`src/rtl/demux_16_sequencer.sv`:
```
// demux_16_sequencer: takes a serial frame of up to 16 bits over a valid/ready
// handshake and presents each bit on the demux data input `i`, together with its
// channel select `s`. Each bit is held for HOLD_CYCLES cycles, and `i` returns to 0
// for at least one cycle between consecutive bits.
module demux_16_sequencer #(
  parameter int unsigned HOLD_CYCLES = 1,
  parameter int unsigned LAST_CH     = 15
) (
  input  logic       clk,
  input  logic       rst,
  input  logic       start,
  input  logic       abort,
  input  logic       din,
  input  logic       din_valid,
  output logic       din_ready,
  output logic [3:0] s,
  output logic       i,
  output logic       busy,
  output logic       frame_done,
  output logic [3:0] ch_idx
);

  typedef enum logic [1:0] {
    ST_IDLE = 2'd0,
    ST_WAIT = 2'd1,
    ST_HOLD = 2'd2,
    ST_DONE = 2'd3
  } state_t;

  localparam logic [7:0] HOLD_INIT = 8'(HOLD_CYCLES - 1);
  localparam logic [3:0] LAST      = 4'(LAST_CH);

  state_t     state;
  logic [7:0] hold_cnt;

  // Frame sequencer: all outputs are registered and derived from the next state,
  // so din_ready never depends combinationally on din_valid.
  always_ff @(posedge clk) begin
    if (rst) begin
      state      <= ST_IDLE;
      hold_cnt   <= '0;
      s          <= '0;
      i          <= 1'b0;
      din_ready  <= 1'b0;
      busy       <= 1'b0;
      frame_done <= 1'b0;
      ch_idx     <= '0;
    end else if (abort) begin
      // Abort beats start and any pending transfer; s is left untouched
      // because i=0 already forces every demux output low.
      state      <= ST_IDLE;
      hold_cnt   <= '0;
      i          <= 1'b0;
      din_ready  <= 1'b0;
      busy       <= 1'b0;
      frame_done <= 1'b0;
      ch_idx     <= '0;
    end else begin
      case (state)
        ST_IDLE: begin
          if (start) begin
            state     <= ST_WAIT;
            ch_idx    <= '0;
            busy      <= 1'b1;
            din_ready <= 1'b1;
          end
        end
        ST_WAIT: begin
          if (din_valid) begin
            state     <= ST_HOLD;
            s         <= ch_idx;
            i         <= din;
            hold_cnt  <= HOLD_INIT;
            din_ready <= 1'b0;
          end else begin
            i <= 1'b0;
          end
        end
        ST_HOLD: begin
          if (hold_cnt != 8'd0) begin
            hold_cnt <= hold_cnt - 8'd1;
          end else begin
            // Drop i before the next channel so no bit lands on the wrong output.
            i <= 1'b0;
            if (ch_idx != LAST) begin
              state     <= ST_WAIT;
              ch_idx    <= ch_idx + 4'd1;
              din_ready <= 1'b1;
            end else begin
              state      <= ST_DONE;
              ch_idx     <= '0;
              frame_done <= 1'b1;
            end
          end
        end
        ST_DONE: begin
          state      <= ST_IDLE;
          frame_done <= 1'b0;
          busy       <= 1'b0;
        end
        default: begin
          state <= ST_IDLE;
        end
      endcase
    end
  end

endmodule
```
`config.mk`:
```
export PLATFORM = sky130hd
export DESIGN_NAME = demux_16_sequencer
export DESIGN_NICKNAME = d
export VERILOG_FILES = /design/src/rtl/demux_16_sequencer.sv
export SDC_FILE = /design/constraint.sdc
export NUM_CORES = 1
export LEC_CHECK = 0
export BUFFER_PORTS_ARGS = -buffer_cell sky130_fd_sc_hd__buf_2
export CAP_MARGIN = 15
export CORE_ASPECT_RATIO = 0.6
export CORE_MARGIN = 4
export CORE_UTILIZATION = 23
export CTS_CLUSTER_DIAMETER = 60
export DETAILED_ROUTE_END_ITERATION = 16
export GPL_TIMING_DRIVEN = 0
export HOLD_SLACK_MARGIN = 0.05
export SETUP_SLACK_MARGIN = 0.02
export SLEW_MARGIN = 40
export SYNTH_ARGS = -nofsm -noshare
export SYNTH_HDL_FRONTEND = slang
export SYNTH_SLANG_ARGS = --single-unit
```
`constraint.sdc`:
```
create_clock -name clk -period 2.71 [get_ports clk]
set_input_delay 0.1355 -clock clk [delete_from_list [all_inputs] [get_ports clk]]
set_output_delay 0.1355 -clock clk [all_outputs]
set_load 0.1 [all_outputs]
```
### After elaboration in Yosys (flattened, before gate mapping)

Cells that the tools add are included.

* add/sub/neg operators: 2
* equal/unequal tests: 10
* mux-type cells: 24
* bitwise gates (word level): 1
* reductions and logical operators: 16

Operator list (count)
* 2-to-1 mux 8 bit: 2
* case mux 8 bit (2 select lines): 1
* AND reduction 3 bit: 5
* 2-to-1 mux 4 bit: 3
* != test 2 bit, second input constant: 6
* 2-to-1 mux 1 bit: 8
* 2-to-1 mux 2 bit: 4
* case mux 2 bit (4 select lines): 1
* case mux 4 bit (2 select lines): 1
* nonzero test 2 bit: 4
* nonzero test 8 bit: 1
* subtractor 8 x 1 -> 8 bit, second input constant: 1
* case mux 1 bit (2 select lines): 3
* AND reduction 5 bit: 1
* adder 4 x 1 -> 4 bit, second input constant: 1
* == test 2 bit, second input constant: 2
* != test 4 bit, second input constant: 1
* AND reduction 2 bit: 2
* case mux 1 bit (3 select lines): 1
* nonzero test 3 bit: 1
* == test 2 x 1 -> 1 bit, second input constant: 1
* zero test 2 bit: 1
* OR reduction 2 bit: 1
* inverter 1 bit: 1

* bits in registers: 22
* input port bits: 6

### Depth between registers and ports, before layout

* word-level depth: 4
* depth in mapped cells: 6
* gate-level depth less buffers: 6

### Worst setup path before layout

No wires, ideal clock.

* path type: reg2reg
* start point: register ch_idx[0]
* end point: register din_ready
* data arrival time: 1.701 ns
* required time: 2.582 ns
* setup slack: 0.881 ns
* stages on the path, launching flop included: 6
* path buffers: 0
* path through: dfxtp_1 > ha_1 > and3_1 > nand2_1 > nand3_1 > o22ai_1

* word-level cells in the longest chain between the ends: 3

Ends and longest elaborated chain
* start, declared: RTL line 20 `output logic [3:0] ch_idx`
* start signal, assigned: RTL line 87 `ch_idx <= ch_idx + 4'd1;`
* != test 4 bit: RTL line 85 `if (ch_idx != LAST) begin`
* != test 2 bit (no source line)
* AND reduction 5 bit (no source line)
* end signal, assigned: RTL line 65 `din_ready <= 1'b1;`
* end signal, assigned: RTL line 74 `din_ready <= 1'b0;`
* end signal, assigned: RTL line 88 `din_ready <= 1'b1;`
* end, declared: RTL line 15 `output logic din_ready,`

Every way passes these cells.
A chain may end at the register's enable or synchronous reset.

### Worst setup path after layout

* start point: register hold_cnt[0]
* end point: register ch_idx[0]

* word-level cells in the longest chain between the ends: 3

Ends and longest elaborated chain
* start, declared: RTL line 34 `logic [7:0] hold_cnt;`
* start signal, assigned: RTL line 81 `hold_cnt <= hold_cnt - 8'd1;`
* nonzero test 8 bit: RTL line 80 `if (hold_cnt != 8'd0) begin`
* != test 2 bit (no source line)
* AND reduction 3 bit (no source line)

Every way passes these cells.

==> impl_metrics.json <==
{
  "ff2ff_setup_slack_ns": 0.93,
  "row_count": 18,
  "multi_input_area_sq_um": 588.1,
  "cap_viol_max_count": 0,
  "grt_max_degree": 13,
  "cts_root_buffer": "clkbuf_8",
  "die_h_microns": 60.61,
  "drt_first_pass_iters": 4,
  "hold_viol_final": 0,
  "yosysTopAreaCellShare_pct": 41.51,
  "synth_ff_type": "dfxtp_1",
  "synth.area.top_cells": "dfxtp_1, a21oi_1, o21ai_0",
  "antenna_found_initial": 0,
  "place.gp.congestion": 0.8415,
  "syn_area_per_cell_sq_um": 8.354,
  "cts_sinks": 22,
  "timing.rr.start": "hold_cnt[0]",
  "cts_resized": 0,
  "status": "finished clean",
  "finalWorstSetupSlack_ns": 0.9270,
  "area.sequential_sq_um": 440.4,
  "fp.dieW_microns": 95.69,
  "rsz0062_at_grt": "no",
  "grt_overflow": 0,
  "routed_wl_microns": 2573,
  "grt_usage_pct": 10.07,
  "arrival_ns": 1.98,
  "required_ns": 2.90,
  "io_pins": 18,
  "place_inst": 204,
  "h-tree-depth": 1,
  "routedWlPerCell_microns": 12.37,
  "cts_buffer_depth": 2,
  "grt_pass1_vias": 882,
  "final_util_pct": 29.82,
  "dpl.hpwl_microns": 2020,
  "start_util_pct": 24.80,
  "slew_headroom_pct": 66.52,
  "insertion_delay_ns": 0.26,
  "skew_ns": 0.0008673,
  "syn_nets": 136,
  "power.leakage_nw": 0.4903,
  "core_sq_mm": 0.004279,
  "synthesis.area_sq_mm": 0.001061,
  "drive_gt1_share_pct": 18.92,
  "fmax_mhz": 560.9,
  "final_nets": 158,
  "seq_area_frac_synth_pct": 41.51,
  "reg2reg_depth": 6,
  "antenna_left": 0,
  "netlist_instances": 127,
  "synth-seq-cells": 22,
  "path_class": "reg -> reg",
  "cp-start-kind": "register",
  "end_kind": "register",
  "min_period_ns": 1.783,
  "synth_cell_types": 34,
  "cts_hold_buf": 0,
  "r2r_end": "ch_idx[0]",
  "hold_path_end": "s[2]",
  "worst-slew-pin-transition_ns": 0.5057,
  "drtIter0Drc": 104,
  "path_max_fanout": 5,
  "tritoncts": "yes",
  "holdPathStages": 2,
  "netlist.top_cell.by_area": "dfxtp_1",
  "async_reset_ff_share_pct": 0,
  "vias": 983,
  "grt_first_pass_wirelength_microns": 4485,
  "min_path_type": "in -> reg",
  "yosysWarnings": 0,
  "pre_cts_slack_ns": 0.9684,
  "nFillCells": 480,
  "area_delta_synth_final_pct": 20.28,
  "power.density_mw_per_mm2": 482.5,
  "final-setup-viol-count": 0,
  "io_buffers": 17,
  "ys_top_cells_by_count": "dfxtp_1, a21oi_1, nand2_1",
  "fin_cells": 208,
  "dieArea_sq_mm": 0.005799,
  "min_from": "rst",
  "synth_most_common_cell": "dfxtp_1",
  "via_per_inst": 4.726,
  "finalMaxSlewViolations": 0,
  "post-route-drc-count": 0,
  "path_clk_slew_ns": 0.08,
  "irDropWorstVdd_v": 0.0002037,
  "cts_buffers": 3,
  "cts_setup_buffers": 0,
  "fin_crit_sh_pct": 65.79,
  "diodes": 0,
  "synth_edf_count": 0,
  "setup_tns_ns": 0
}
==> metrics by stage <==
| step | hold WS (ns) | total power [W] | area [sq um] |
|---|---|---|---|
| CTS | 0.08942 | 0.0006244 | 1276 |
| detailed placement | 0.3715 | 0.0003899 | 1221 |
| global route | 0.1101 | 0.0006487 | 1276 |
| floorplan | 0.2046 | 0.0003742 | 1061 |
| global placement | 0.3792 | 0.0003896 | 1221 |
| finish | 0.1045 | 0.0006158 | 1276 |
==> where the power goes <==
part / switching [W] / internal [W] / total (W)
registers: 0.00000221 / 0.000326 / 0.000328
clock network: 0.000103 / 0.000129 / 0.000233
logic: 0.0000407 / 0.0000140 / 0.0000547
total: 0.000146 / 0.000470 / 0.000616
==> state kept, by name, indices dropped and copies added, names as in the netlist <==
register    cells
ch_idx          4
i               1
s               4
din_ready       1
state           2
hold_cnt        8
busy            1
frame_done      1
==> placed cells by master, fill, tap and decap left out, drive strengths merged, types with 2 or more instances in the layout <==
| cell type | n |
|---|---|
| a21oi | 15 |
| a31oi | 2 |
| buf | 19 |
| clkbuf | 6 |
| dfxtp | 22 |
| ha | 3 |
| inv | 4 |
| mux2i | 2 |
| nand2 | 13 |
| nand2b | 3 |
| nand3 | 6 |
| nor2 | 11 |
| nor2b | 2 |
| o2111ai | 3 |
| o21ai | 10 |
| o31ai | 3 |
| or2 | 2 |
| or3 | 5 |
| or4 | 3 |
==> cell families after synthesis <==
kind of cell	share of synthesized area, %
buffers and inverters	3.066
DFF	41.51
and+or+nand+nor	26.06
AOI/OAI and AO/OA	22.05
adders and majority gates	3.538
xor gates and xnor gates	0.8256
muxes	2.948
==> layout make-up <==
type / instances / area share [%]
well taps: 60 / 5.882
plain buffers: 4 / 1.373
inverters: 4 / 1.176
repair buffers: 17 / 6.667
multi-input cells: 97 / 46.08
clock buffers: 4 / 4.314
flip-flops and latches: 22 / 34.51
==> layer usage <==
metal	part of all wire [%]	GRT usage [%]	vias to the layer above
met5	0	0	-
met4	0.39	1.417	0
met3	6.1	3.346	2
met2	33	11.86	31
met1	60	16.89	438
li1	-	-	512
==> critical path, cell delays in order, from the launching register on <==
cell and delay, ns:
dfxtp_1 0.34, inv_1 0.09, ha_1 0.17, nor3b_1 0.31
nand3_1 0.28, or3_1 0.38, a21oi_1 0.14
==> worst max-delay path by stage <==
stage / start / endpoint / depth (start not counted) / slack (ns)
finish: hold_cnt[0] / ch_idx[0] / 6 / 0.93
global route: hold_cnt[0] / ch_idx[0] / 6 / 0.81
CTS: hold_cnt[0] / ch_idx[0] / 6 / 0.94
detailed placement: hold_cnt[0] / hold_cnt[2] / 6 / 0.97
global placement: hold_cnt[0] / hold_cnt[2] / 6 / 0.99
floorplan: ch_idx[0] / din_ready / 5 / 0.88
Power figures use the tool's default switching activity.
